<file path="config.mk">
export PLATFORM = sky130hd
export DESIGN_NAME = mic_pair_capture
export DESIGN_NICKNAME = d
export VERILOG_FILES = /design/src/rtl/mic_array_pkg.sv /design/src/rtl/mic_pair_fifo.sv /design/src/rtl/mic_pair_capture.sv
export SDC_FILE = /design/constraint.sdc
export NUM_CORES = 1
export LEC_CHECK = 0
export CAP_MARGIN = 10
export CORE_ASPECT_RATIO = 0.75
export CORE_MARGIN = 2
export CORE_UTILIZATION = 35
export DETAILED_ROUTE_END_ITERATION = 10
export HOLD_SLACK_MARGIN = 0.08
export SLEW_MARGIN = 10
export SYNTH_ARGS = -nofsm -noshare
export SYNTH_HDL_FRONTEND = slang
export SYNTH_SLANG_ARGS = --single-unit
</file>
<file path="constraint.sdc">
create_clock -name clk -period 3.2 [get_ports clk]
set_clock_uncertainty 0.2 [all_clocks]
set_input_delay 0.32 -clock clk [delete_from_list [all_inputs] [get_ports clk]]
set_output_delay 0.32 -clock clk [all_outputs]
set_load 0.005 [all_outputs]
</file>
<file path="src/rtl/mic_array_pkg.sv">
// Shared types and constants for the microphone-array capture path.
package mic_array_pkg;

   localparam int unsigned SAMPLE_W  = 16;
   localparam int unsigned MAX_RETRY = 4;

   typedef enum logic [2:0] {
      StIdle,
      StSettle,
      StSampleA,
      StSampleB,
      StPush
   } cap_state_t;

   typedef struct packed {
      logic [SAMPLE_W-1:0] left;
      logic [SAMPLE_W-1:0] right;
   } stereo_pair_t;

endpackage

</file>
<file path="src/rtl/mic_pair_fifo.sv">
// Show-ahead synchronous FIFO; an extra pointer bit separates full from empty.
module mic_pair_fifo #(
   parameter int unsigned WIDTH = 32,
   parameter int unsigned DEPTH = 4
) (
   input  logic             clk,
   input  logic             rst_n,
   input  logic             push,
   input  logic [WIDTH-1:0] push_data,
   input  logic             pop,
   output logic             full,
   output logic             valid,
   output logic [WIDTH-1:0] head
);

   localparam int unsigned AW = $clog2(DEPTH);

   logic [WIDTH-1:0] mem_q [DEPTH];
   logic [AW:0]      wr_ptr_q, rd_ptr_q;
   logic             do_push, do_pop;

   assign valid   = (wr_ptr_q != rd_ptr_q);
   assign full    = (wr_ptr_q[AW] != rd_ptr_q[AW]) && (wr_ptr_q[AW-1:0] == rd_ptr_q[AW-1:0]);
   assign do_pop  = pop && valid;
   // A pop in the same cycle frees the slot the push needs.
   assign do_push = push && (!full || do_pop);
   assign head    = valid ? mem_q[rd_ptr_q[AW-1:0]] : '0;

   always_ff @(posedge clk or negedge rst_n) begin
      if (!rst_n) begin
         wr_ptr_q <= '0;
         rd_ptr_q <= '0;
      end else begin
         if (do_push) wr_ptr_q <= wr_ptr_q + 1'b1;
         if (do_pop)  rd_ptr_q <= rd_ptr_q + 1'b1;
      end
   end

   always_ff @(posedge clk) begin
      if (do_push) mem_q[wr_ptr_q[AW-1:0]] <= push_data;
   end

endmodule

</file>
<file path="src/rtl/mic_pair_capture.sv">
// Moves each completed I2S stereo pair into the clk domain: detects frame end on ws,
// waits for the receiver registers to settle, double-samples them and queues the pair.
module mic_pair_capture
   import mic_array_pkg::*;
#(
   parameter int unsigned WIDTH       = SAMPLE_W,
   parameter int unsigned SETTLE      = 12,
   parameter int unsigned DEPTH       = 4,
   parameter int unsigned SKIP_FRAMES = 2
) (
   input  logic             clk,
   input  logic             rst_n,
   input  logic             ws,
   input  logic [WIDTH-1:0] data_left,
   input  logic [WIDTH-1:0] data_right,
   output logic             out_valid,
   input  logic             out_ready,
   output logic [WIDTH-1:0] out_left,
   output logic [WIDTH-1:0] out_right,
   output logic             overflow,
   output logic [7:0]       drop_count
);

   localparam int unsigned CW  = $clog2(SETTLE + 1);
   localparam int unsigned RW  = $clog2(MAX_RETRY);
   localparam int unsigned SKW = $clog2(SKIP_FRAMES + 2);
   localparam int unsigned PW  = 2 * WIDTH;

   logic            ws_s1_q, ws_s2_q, ws_hist_q, ws_fall_q;
   cap_state_t      state_q, state_d;
   logic [CW-1:0]   cnt_q, cnt_d;
   logic [RW-1:0]   retry_q, retry_d;
   logic [SKW-1:0]  skip_q, skip_d;
   logic [PW-1:0]   sample, cap_a_q, cap_b_q, head;
   logic            wr_req, fifo_full, fifo_pop, drop;
   logic            overflow_q;
   logic [7:0]      drop_count_q;

   assign sample = {data_left, data_right};

   always_ff @(posedge clk or negedge rst_n) begin
      if (!rst_n) begin
         ws_s1_q   <= 1'b0;
         ws_s2_q   <= 1'b0;
         ws_hist_q <= 1'b0;
         ws_fall_q <= 1'b0;
      end else begin
         ws_s1_q   <= ws;
         ws_s2_q   <= ws_s1_q;
         ws_hist_q <= ws_s2_q;
         ws_fall_q <= ws_hist_q && !ws_s2_q;
      end
   end

   always_comb begin
      state_d = state_q;
      cnt_d   = cnt_q;
      retry_d = retry_q;
      skip_d  = skip_q;
      wr_req  = 1'b0;
      unique case (state_q)
         StIdle: begin
            if (ws_fall_q) begin
               cnt_d   = CW'(SETTLE - 1);
               state_d = StSettle;
            end
         end
         StSettle: begin
            if (cnt_q == '0) begin
               retry_d = '0;
               state_d = StSampleA;
            end else begin
               cnt_d = cnt_q - 1'b1;
            end
         end
         StSampleA: state_d = StSampleB;
         StSampleB: begin
            // Sample arriving now lands in capture B; it must match capture A.
            if (cap_a_q == sample) begin
               state_d = StPush;
            end else if (retry_q == RW'(MAX_RETRY - 1)) begin
               state_d = StIdle;
            end else begin
               retry_d = retry_q + 1'b1;
               state_d = StSampleA;
            end
         end
         StPush: begin
            state_d = StIdle;
            if (skip_q != '0) skip_d = skip_q - 1'b1;
            else              wr_req = 1'b1;
         end
         default: state_d = StIdle;
      endcase
   end

   always_ff @(posedge clk or negedge rst_n) begin
      if (!rst_n) begin
         state_q <= StIdle;
         cnt_q   <= '0;
         retry_q <= '0;
         skip_q  <= SKW'(SKIP_FRAMES);
         cap_a_q <= '0;
         cap_b_q <= '0;
      end else begin
         state_q <= state_d;
         cnt_q   <= cnt_d;
         retry_q <= retry_d;
         skip_q  <= skip_d;
         if (state_q == StSampleA) cap_a_q <= sample;
         if (state_q == StSampleB) cap_b_q <= sample;
      end
   end

   mic_pair_fifo #(
      .WIDTH (PW),
      .DEPTH (DEPTH)
   ) u_fifo (
      .clk       (clk),
      .rst_n     (rst_n),
      .push      (wr_req),
      .push_data (cap_b_q),
      .pop       (out_ready),
      .full      (fifo_full),
      .valid     (out_valid),
      .head      (head)
   );

   assign fifo_pop = out_valid && out_ready;
   assign drop     = wr_req && fifo_full && !fifo_pop;

   always_ff @(posedge clk or negedge rst_n) begin
      if (!rst_n) begin
         overflow_q   <= 1'b0;
         drop_count_q <= '0;
      end else begin
         overflow_q <= drop;
         if (drop && drop_count_q != 8'hFF) drop_count_q <= drop_count_q + 1'b1;
      end
   end

   assign out_left   = head[PW-1:WIDTH];
   assign out_right  = head[WIDTH-1:0];
   assign overflow   = overflow_q;
   assign drop_count = drop_count_q;

endmodule

</file>
Yosys cells after proc, flatten, opt, wreduce, memory -nomap -nowiden

Memory sizes are Yosys's and may differ from the RTL's.
Index checks and enable logic that the tools add are counted.

Register bits: 94
RAM bits: 128
Bits of input ports: 36
Logic and storage cells: 73
Memories: 1

$add $sub $neg: 6
Equal/unequal tests: 15
Mux-type cells: 17
Reductions and logical operators: 20

Memory list:

| memory       | depth | bits a word | read ports | clocked after Yosys merged registers in | write ports | line                | RTL |
|---|---|---|---|---|---|---|---|
| u_fifo.mem_q | 4     | 32          | 1          | 0                                       | 1           | mic_pair_fifo.sv:18 | `logic [WIDTH-1:0] mem_q [DEPTH];` |

Operators by type and width:

| kind                                                | number |
|---|---|
| equality test 32 bit                                | 1 |
| two-way mux 32 bit                                  | 1 |
| case mux 3 bit (4 select lines)                     | 1 |
| != test 2 bit, second input constant                | 5 |
| two-way mux 3 bit                                   | 3 |
| adder 8 x 1 -> 8 bit, second input constant         | 1 |
| two-way mux 2 bit                                   | 4 |
| two-way mux 4 bit                                   | 2 |
| != test 8 bit, second input constant                | 1 |
| case mux 4 bit (2 select lines)                     | 1 |
| logical AND 1 bit                                   | 7 |
| adder 3 x 1 -> 3 bit, second input constant         | 2 |
| equality test 3 x 2 -> 1 bit, second input constant | 2 |
| nonzero test 2 bit                                  | 3 |
| zero test 4 bit                                     | 1 |
| two-way mux 1 bit                                   | 4 |
| case mux 2 bit (2 select lines)                     | 1 |
| AND reduction 2 bit                                 | 2 |
| AND reduction 4 bit                                 | 1 |
| subtractor 4 x 1 -> 4 bit, second input constant    | 1 |
| equality test 3 x 1 -> 1 bit, second input constant | 1 |
| equality test 3 bit, second input constant          | 1 |
| zero test 1 bit                                     | 3 |
| zero test 3 bit                                     | 1 |
| 8 further kinds                                     | 8 |

Longest topological paths before layout

Gate-level depths: netlist of run 1.

Depth after elaboration: 7
Mapped depth: 7
Depth with buffers taken out: 7

By module

From an unflattened synthesis of run 1, not the netlist that was laid out.

Cells, all modules: 512
Area, all modules: 9,095.0 sq um

Modules (own cells, without submodules):

| module           | instances | cells each | area an instance (sq um) | sequential area each (sq um) |
|---|---|---|---|---|
| mic_pair_fifo    | 1         | 239        | 5,256.3                  | 3,993.8 |
| mic_pair_capture | 1         | 273        | 3,838.7                  | 2,203.4 |

Least setup slack after synthesis of run 1

No wires, ideal clock.

Path kind: reg2reg
From: register u_fifo.rd_ptr_q[0]
To: memory u_fifo.mem_q[3][0] (enable)
Setup time: 0.394 ns
Arrival time: 2.031 ns
Data required time: 2.606 ns
Slack: 0.576 ns
Cell stages (with the launch flop): 6
Buffers on the path: 1
Period minus slack after synthesis: 2.624 ns
Cells stage by stage: dfrtp_1 > buf_2 > xor2_1 > or4_4 > nor2b_1 > and2_1

Longest elaborated chain between the ends: 7
Elaborated cells on any way between the ends: 9

RTL lines:

| item                                      | line                | RTL |
|---|---|---|
| start, declared                           | mic_pair_fifo.sv:19 | `logic [AW:0] wr_ptr_q, rd_ptr_q;` |
| start signal, assigned                    | mic_pair_fifo.sv:35 | `if (do_pop) rd_ptr_q <= rd_ptr_q + 1'b1;` |
| equality test 2 bit                       | mic_pair_fifo.sv:23 | `assign full = (wr_ptr_q[AW] != rd_ptr_q[AW]) && (wr_ptr_q[AW-1:0] == rd_ptr_q[AW-1:0]);` |
| logical AND 1 bit                         | mic_pair_fifo.sv:23 |  |
| zero test 1 bit                           | mic_pair_fifo.sv:26 | `assign do_push = push && (!full \|\| do_pop);` |
| logical OR 1 bit *                        | mic_pair_fifo.sv:26 |  |
| logical AND 1 bit *                       | mic_pair_fifo.sv:26 |  |
| two-way mux 1 bit *                       | mic_pair_fifo.sv:40 | `if (do_push) mem_q[wr_ptr_q[AW-1:0]] <= push_data;` |
| two-way mux 1 bit (implied by the code) * | mic_pair_fifo.sv:40 |  |
| end, declared                             | mic_pair_fifo.sv:18 |  |

Mark *: on every way between the ends. The rest lies on a longest branch, timed or not.

Worst setup path after layout of run 1

From: register u_fifo.rd_ptr_q[0]
To: output port out_left[4]

Longest elaborated chain between the ends: 2
Elaborated cells on any way between the ends: 3

RTL lines:

| item                                                        | line                   | RTL |
|---|---|---|
| memory (4 x 32 bit) / != test 3 bit (equally long branches) | n/a                    |  |
| two-way mux 32 bit *                                        | mic_pair_fifo.sv:27    | `assign head = valid ? mem_q[rd_ptr_q[AW-1:0]] : '0;` |
| end, declared                                               | mic_pair_capture.sv:18 | `output logic [WIDTH-1:0] out_left,` |

Marked as above.

==> results of run 1 <==
[worst register-to-register path: stages (launching register included)]
cell	delay [ps]
dfrtp_1	420
xor2_1	300
or4_4	230
nor2b_1	410
and2_1	230
buf_4	490
[sequential cells by signal, indices dropped and copies added (netlist names)]
register         flops
cap_a_q             32
u_fifo.mem_q       128
u_fifo.wr_ptr_q      3
cap_b_q             32
state_q              3
ws_hist_q            1
skip_q               2
u_fifo.rd_ptr_q      3
overflow             1
drop_count           8
retry_q              2
cnt_q                4
ws_s2_q              1
ws_s1_q              1
ws_fall_q            1
[report_power, final]
| group | total [mW] | internal (mW) | switching [mW] |
|---|---|---|---|
| Sequential | 4.24 | 3.78 | 0.460 |
| Combinational | 2.87 | 1.66 | 1.21 |
| Clock | 2.59 | 1.51 | 1.07 |
| Total | 9.70 | 6.96 | 2.75 |
[layout make-up]
cell class / count / area, µm²
Clock buffer: 29 / 608
Clock inverter: 13 / 121
Fill cell: 2255 / 14100
Inverter: 10 / 37.5
Multi-Input combinational cell: 272 / 2710
Sequential cell: 222 / 6200
Tap cell: 338 / 423
Timing Repair Buffer: 96 / 948
[path summary, 6_finish.rpt]
check | cells after the start | end | from
hold reg to reg | 0 | ws_s2_q$_DFF_PN0_ | ws_s1_q$_DFF_PN0_
min in group asynchronous | 2 | drop_count[6]$_DFFE_PN0P_ | rst_n
setup reg to reg | 5 | u_fifo.mem_q[3][4]$_DFFE_PP_ | u_fifo.wr_ptr_q[1]$_DFFE_PN0P_
max in group asynchronous | 3 | cnt_q[0]$_DFFE_PN0P_ | rst_n
hold / removal | 0 | ws_s2_q$_DFF_PN0_ | ws_s1_q$_DFF_PN0_
setup / recovery | 4 | out_left[4] | u_fifo.rd_ptr_q[0]$_DFFE_PN0P_
[cells by family (layout without fill, tap and decap cells)]
family,Yosys count,in the layout
XOR/XNOR,47,47
multiplexers,100,100
flip-flops,222,222
AND/OR/NAND/NOR,96,96
adder cells (fa/ha/maj),10,10
AO/OA/AOI/OAI,19,19
buffers and inverters,30,148
[routing by layer]
metal  share of wire  vias up  global-route usage
li1                -     2157                   -
met1            0.46     2497               0.204
met2            0.47       98               0.243
met3           0.049       29              0.0315
met4           0.019        0              0.0384
met5               0        -                   0
[per-stage QoR]
stage	hold WS, ps	worst slack [ps]	area (µm²)	power, mW	instances
2_1_floorplan	-176	576	9020	5.93	524
3_3_place_gp	147	356	10300	7.08	935
3_5_place_dp	140	339	10300	7.20	935
4_1_cts	154	15.5	11000	9.85	980
5_1_grt	174	21.4	11100	10.2	980
6_report	150	166	11100	9.70	980
[placed cells by master (no fill, tap or decap), drive strengths merged, types with 10 or more instances in the layout]
cell type      count
inv               12
clkdlybuf4s50     76
clkbuf            29
xor2              38
mux2              66
nor4              10
ha                10
edfxtp           128
buf               18
nor2b             35
mux4              32
dfrtp             93
nand2             11
[what timing repair did]
action | in CTS | in global routing
setup endpoints to repair | 32 | 10
hold buffers | 2 | 0
resized for setup | 2 | 2
hold endpoints to repair | 63 | 0
setup buffers | 1 | 0
==> impl_metrics.json, run 1 <==
{
  "synth_top_area_frac": 0.426,
  "fin_util": 0.439,
  "synthSimpleGateAreaFrac": 0.0623,
  "drive_above_1_share": 0.241,
  "via_count": 4781,
  "coreArea_um2": 25100,
  "synth_flop_cell": "edfxtp_1",
  "ys_types": 37,
  "synth-xor-area-share": 0.0456,
  "crit_chain": "buf_8 > mux4_2 > nor2b_1 > clkdlybuf4s50_1",
  "p_leak_nw": 4.02,
  "chipWidth_um": 189,
  "firstDrtPassIters": 4,
  "clockBufferDepth": 3,
  "dieArea_um2": 27100,
  "cpPeakStageDelay_ps": 610,
  "ys_top_cells_by_count": "edfxtp_1 (128), dfrtp_1 (93), mux2_2 (66)",
  "antenna_cells": 0,
  "detail-route-antenna-nets": 0,
  "cp_max_fo": 34,
  "wl_mm": 19.4,
  "start_util": 0.359,
  "ys_seq_elements": 222,
  "ys_warn_count": 0,
  "fmax_mhz": 330,
  "irDropWorstVdd_mv": 0.375,
  "maxCapViolCount": 0,
  "synth_top_family_by_area": "multiplexers",
  "synth.largest_area_cell": "edfxtp_1",
  "hp-class": "register to register",
  "synthesis.nets": 570,
  "cpLargestDelayFamily": "buffers and inverters",
  "cts_tree": "done",
  "clock_latency_ps": 510,
  "muxShareOfSynthArea": 0.165,
  "worst_pin_slew_ps": 933,
  "cts.sink_count": 222,
  "crit_required_ps": 2680,
  "synth_edf_count": 128,
  "detail_route.wl_per_cell_um": 19.8,
  "grt_max_degree": 65,
  "hold_violations": 0,
  "drtIter0Drc": 317,
  "syn2layout_area_growth_pct": 22.5,
  "grt_overflow": 0,
  "worstSetupStartpointType": "register",
  "cpMaxStageDelayCell": "mux4_2",
  "ys_async_sr_fraction": 0.423,
  "slew-limit-headroom": 0.378,
  "synthCells": 524,
  "crit_path_end_kind": "output pin",
  "htreeDepth": 1,
  "drcViolationCount": 0,
  "grt_first_pass_wirelength_mm": 30.4,
  "synth.most_common_cell": "edfxtp_1",
  "synth_compound_area_frac": 0.0128,
  "cts_made_buffers": 23,
  "synth_fa_ha_area_frac": 0.0139,
  "layout.nets": 671,
  "grt_usage": 0.149,
  "rows": 50,
  "setup_viol": 0,
  "antenna_found_initial": 0,
  "yosys-top-cells-area": "edfxtp_1 (43%), dfrtp_1 (26%), mux2_2 (8.2%)",
  "worst-path-buf-inv": 2,
  "rsz0062_at_grt": "no",
  "reg2reg_slack_ps": 520,
  "crit_type": "register to output pin",
  "dpl.hpwl_mm": 12.4,
  "clk_pin_slew_ps": 60,
  "p_per_area_nw_per_um2": 878,
  "period_share": 0.948,
  "syn_area_um2": 9020,
  "finalCriticalPeriod_ps": 3030,
  "root_buffer": "clkbuf_16",
  "avgSynthCellArea_um2": 17.2,
  "worstPathArrival_ps": 2510,
  "synth_seq_area_share": 0.687,
  "pin_count": 78,
  "viasPerCell": 4.88,
  "tns_ps": 0,
  "die_h_um": 143,
  "status": "complete, no violations",
  "finalMaxSlewViolations": 0,
  "port_buffers": 77,
  "grt_pass1_vias": 5126,
  "gp_congestion": 0.748
}
Note: power is estimated with default switching activity, not from simulation.
==> run 2: changes to the inputs <==
--- a/config.mk
+++ b/config.mk
@@ -6,11 +6,14 @@
 export NUM_CORES = 1
 export LEC_CHECK = 0
 export CAP_MARGIN = 10
+export CELL_PAD_IN_SITES_DETAIL_PLACEMENT = 1
+export CELL_PAD_IN_SITES_GLOBAL_PLACEMENT = 1
 export CORE_ASPECT_RATIO = 0.75
 export CORE_MARGIN = 2
 export CORE_UTILIZATION = 35
 export DETAILED_ROUTE_END_ITERATION = 10
 export HOLD_SLACK_MARGIN = 0.08
+export PLACE_DENSITY_LB_ADDON = 0.1
 export SLEW_MARGIN = 10
 export SYNTH_ARGS = -nofsm -noshare
 export SYNTH_HDL_FRONTEND = slang
==> impl_metrics.json, run 2 (same netlist as run 1, synthesis figures left out) <==
{
  "layout_commonest_cell": "edfxtp_1",
  "drcViolationCount": 0,
  "period_share": 0.951,
  "coreArea_um2": 25100,
  "antenna_cells": 0,
  "root_buffer": "clkbuf_16",
  "fillers": 2442,
  "port_buffers": 77,
  "placedCellCount": 939,
  "dpl.hpwl_mm": 13.5,
  "start_util": 0.359,
  "crit_path_end_kind": "output pin",
  "dieArea_um2": 27100,
  "die_h_um": 143,
  "cp_max_fo": 22,
  "timing.hold.ws_ps": 150,
  "slew-limit-headroom": 0.539,
  "grt_first_pass_wirelength_mm": 31.7,
  "wl_mm": 20.1,
  "multiInputGateArea_um2": 2710,
  "grt_pass1_vias": 5315,
  "gp_congestion": 0.744,
  "reg2reg_slack_ps": 670,
  "via_count": 4778,
  "crit_type": "register to output pin",
  "grt_usage": 0.156,
  "rows": 50,
  "seq_area_um2": 6200,
  "drive_above_1_share": 0.249,
  "worstSetupStartpointType": "register",
  "chipWidth_um": 189,
  "worstPathArrival_ps": 2520,
  "cts_resized": 0,
  "clockBufferDepth": 3,
  "clock_latency_ps": 500,
  "finalCriticalPeriod_ps": 3040,
  "cts.sink_count": 222,
  "irDropWorstVdd_mv": 0.404,
  "antenna_found_initial": 0,
  "detail-route-antenna-nets": 0,
  "firstDrtPassIters": 4,
  "finalMaxSlewViolations": 0,
  "layout.nets": 675,
  "final_cells": 985,
  "status": "complete, no violations",
  "grt_overflow": 0,
  "cts_made_buffers": 24,
  "rsz0062_at_grt": "no",
  "fmax_mhz": 329,
  "drtIter0Drc": 209,
  "crit_required_ps": 2680,
  "setup_viol": 0,
  "hp-class": "register to register",
  "tns_ps": 0,
  "p_leak_nw": 4.05,
  "detail_route.wl_per_cell_um": 20.4,
  "p_per_area_nw_per_um2": 879,
  "cts_tree": "done",
  "worst_pin_slew_ps": 690,
  "htreeDepth": 1,
  "final_cell_area_um2": 11100,
  "pin_count": 78,
  "mostFrequentLayoutCells": "edfxtp_1 (128), dfrtp_1 (92), clkdlybuf4s50_1 (76)",
  "placed_cell_area_um2": 10300,
  "largest_reg_flops": 128,
  "grt_max_degree": 45,
  "viasPerCell": 4.85,
  "syn2layout_area_growth_pct": 22.9,
  "hold_violations": 0,
  "maxCapViolCount": 0,
  "clk_pin_slew_ps": 60
}
==> run 2: cell count changes in the layout (fill, tap and decap cells not counted), moves of 2 or more <==
cell / previous run / this run
buf_4: 15 / 19
clkbuf_1: 5 / 7
clkbuf_16: 23 / 25
clkinv_1: 5 / 2
clkinv_2: 3 / 6
==> run 2: metal layers <==
metal  vias up  track usage  share of wire
li1       2171            -              -
met3        26       0.0243          0.026
met1      2513        0.223           0.49
met4         0       0.0379          0.020
met2        68        0.250           0.46
met5         -            0              0
==> run 2: worst paths after layout <==
path	startpoint	end	cells past startpoint
min in group asynchronous	rst_n	drop_count[2]$_DFFE_PN0P_	2
worst max-delay path	u_fifo.rd_ptr_q[0]$_DFFE_PN0P_	out_left[2]	4
worst min register to register	ws_s1_q$_DFF_PN0_	ws_s2_q$_DFF_PN0_	0
worst max register to register	skip_q[0]$_DFFE_PN0P_	u_fifo.mem_q[3][23]$_DFFE_PP_	6
max in group asynchronous	rst_n	cap_a_q[1]$_DFFE_PN0N_	3
worst min-delay path	ws_s1_q$_DFF_PN0_	ws_s2_q$_DFF_PN0_	0
==> run 2: worst max-delay path, cell delays in order, from the launching register on <==
cell and delay, ps:
dfrtp_2 390, buf_4 430, mux4_2 570, nor2b_1 150, clkdlybuf4s50_1 450
==> run 2: layout make-up <==
type / count / area share
flip-flops and latches: 222 / 0.559
multi-input cells: 272 / 0.244
repair buffers: 99 / 0.0869
clock buffers: 34 / 0.0613
well taps: 338 / 0.0382
clock inverters: 10 / 0.00677
inverters: 10 / 0.00339
==> run 2: metrics by stage <==
stage	utilization	power [mW]	setup slack [ps]
floorplan	-	5.93	576
global placement	0.410	7.14	542
detailed placement	0.410	7.25	518
CTS	0.441	9.94	75.6
global route	0.441	10.3	7.08
finish	0.441	9.75	157
==> run 2: repair_timing <==
action / CTS / global route
hold buffers: 2 / 0
endpoints found under the hold margin: 43 / 0
setup buffers: 0 / 0
==> run 2: power breakdown <==
group	total (mW)	leakage (nW)	internal, mW	switching, mW
Clock	2.64	0.372	1.56	1.08
Combinational	2.85	1.42	1.67	1.18
Sequential	4.25	2.27	3.78	0.470
==> run 3: changes to the inputs <==
--- a/config.mk
+++ b/config.mk
@@ -9,7 +9,7 @@
 export CELL_PAD_IN_SITES_DETAIL_PLACEMENT = 1
 export CELL_PAD_IN_SITES_GLOBAL_PLACEMENT = 1
 export CORE_ASPECT_RATIO = 0.75
-export CORE_MARGIN = 2
+export CORE_MARGIN = 1.5
 export CORE_UTILIZATION = 35
 export DETAILED_ROUTE_END_ITERATION = 10
 export HOLD_SLACK_MARGIN = 0.08
==> impl_metrics.json, run 3 (same netlist as run 1, synthesis figures left out) <==
{
  "cts.sink_count": 222,
  "worstPathArrival_ps": 2500,
  "grt_overflow": 0,
  "finalCriticalPeriod_ps": 3020,
  "setup_viol": 0,
  "tns_ps": 0,
  "p_leak_nw": 4.05,
  "cpMaxStageDelayCell": "clkdlybuf4s50_1",
  "grt_max_degree": 51,
  "viasPerCell": 4.90,
  "firstDrtPassIters": 5,
  "mostFrequentLayoutCells": "edfxtp_1 (128), dfrtp_1 (92), clkdlybuf4s50_1 (76)",
  "pin_count": 78,
  "multiInputGateArea_um2": 2710,
  "cts_tree": "done",
  "crit_chain": "buf_4 > mux4_2 > nor2b_1 > clkdlybuf4s50_1",
  "postCtsSetupRepairBufs": 0,
  "chipWidth_um": 188,
  "period_share": 0.945,
  "syn2layout_area_growth_pct": 22.9,
  "gp_congestion": 0.683,
  "finalMaxSlewViolations": 0,
  "placedCellCount": 944,
  "cts_made_buffers": 23,
  "coreArea_um2": 25100,
  "grt_pass1_vias": 5378,
  "port_buffers": 77,
  "worst-path-buf-inv": 2,
  "clockBufferDepth": 3,
  "drcViolationCount": 0,
  "timing.hold.ws_ps": 157,
  "start_util": 0.359,
  "fmax_mhz": 331,
  "layout.nets": 679,
  "cpPeakStageDelay_ps": 560,
  "p_per_area_nw_per_um2": 883,
  "hold_violations": 0,
  "crit_path_end_kind": "output pin",
  "die_h_um": 142,
  "seq_area_um2": 6200,
  "crit_required_ps": 2680,
  "clock_latency_ps": 500,
  "worstSetupStartpointType": "register",
  "crit_type": "register to output pin",
  "root_buffer": "clkbuf_16",
  "grt_first_pass_wirelength_mm": 31.9,
  "dpl.hpwl_mm": 13.2,
  "worst_pin_slew_ps": 731,
  "via_count": 4841,
  "final_cells": 988,
  "drtIter0Drc": 242,
  "detail-route-antenna-nets": 0,
  "largest_reg_flops": 128,
  "layout_commonest_cell": "edfxtp_1",
  "setup_ws_ps": 175,
  "hp-class": "register to register",
  "antenna_found_initial": 0,
  "rows": 50,
  "detail_route.wl_per_cell_um": 20.3,
  "grt_usage": 0.156,
  "status": "complete, no violations",
  "cpLargestDelayFamily": "buffers and inverters",
  "maxCapViolCount": 0,
  "irDropWorstVdd_mv": 0.379,
  "drive_above_1_share": 0.247,
  "htreeDepth": 1,
  "fillers": 2457,
  "cp_max_fo": 34,
  "dieArea_um2": 26800,
  "slew-limit-headroom": 0.513,
  "wl_mm": 20.0,
  "rsz0062_at_grt": "no",
  "clk_pin_slew_ps": 60,
  "dp_worst_setup_slack_ps": 476
}
run 3: changes by cell type in the layout (fill, tap and decap cells not counted), sizes merged:
cell,change
buf,+5
diode,+1
clkinv,-3
bufinv,+2
clkbuf,-2
run 3: layout make-up:
class,count,area share
antenna,1,0.000226
timing repair buffer,104,0.0895
tap,338,0.0381
clock inverter,9,0.0107
inverter,10,0.00338
sequential,222,0.559
clock buffer,32,0.0549
multi-input combinational,272,0.244
run 3: layer usage:
layer | wire length, µm | GRT usage
met3 | 681 | 0.0254
met4 | 295 | 0.0309
met2 | 9480 | 0.256
met1 | 9550 | 0.221
met5 | 0 | 0
run 3: through the flow:
step,instance area (µm²),util,total power [mW]
2_1_floorplan,9020,-,5.93
3_3_place_gp,10300,0.411,7.17
3_5_place_dp,10300,0.411,7.28
4_1_cts,11100,0.441,9.96
5_1_grt,11100,0.441,10.4
6_report,11100,0.441,9.79
run 3: power by group:
part,total (mW),switching [mW],leakage (nW),internal (mW)
clock network,2.64,1.07,0.349,1.57
logic,2.89,1.21,1.44,1.67
registers,4.27,0.482,2.27,3.78
run 3: repair_timing:
action                                 CTS  global route
setup endpoints to repair                0             1
endpoints found under the hold margin   45             0
gates resized for setup                  0             1
hold buffers                             2             0
run 3: path summary, 6_finish.rpt:
path | from | to | slack, ps | cells past startpoint
max | u_fifo.rd_ptr_q[1]$_DFFE_PN0P_ | out_right[11] | 180 | 4
min reg2reg | ws_s1_q$_DFF_PN0_ | ws_s2_q$_DFF_PN0_ | 160 | 0
max in group asynchronous | rst_n | skip_q[1]$_DFFE_PN1P_ | 1820 | 3
max reg2reg | skip_q[0]$_DFFE_PN0P_ | u_fifo.mem_q[3][11]$_DFFE_PP_ | 620 | 6
min in group asynchronous | rst_n | cap_b_q[18]$_DFFE_PN0P_ | 240 | 2
min | ws_s1_q$_DFF_PN0_ | ws_s2_q$_DFF_PN0_ | 160 | 0
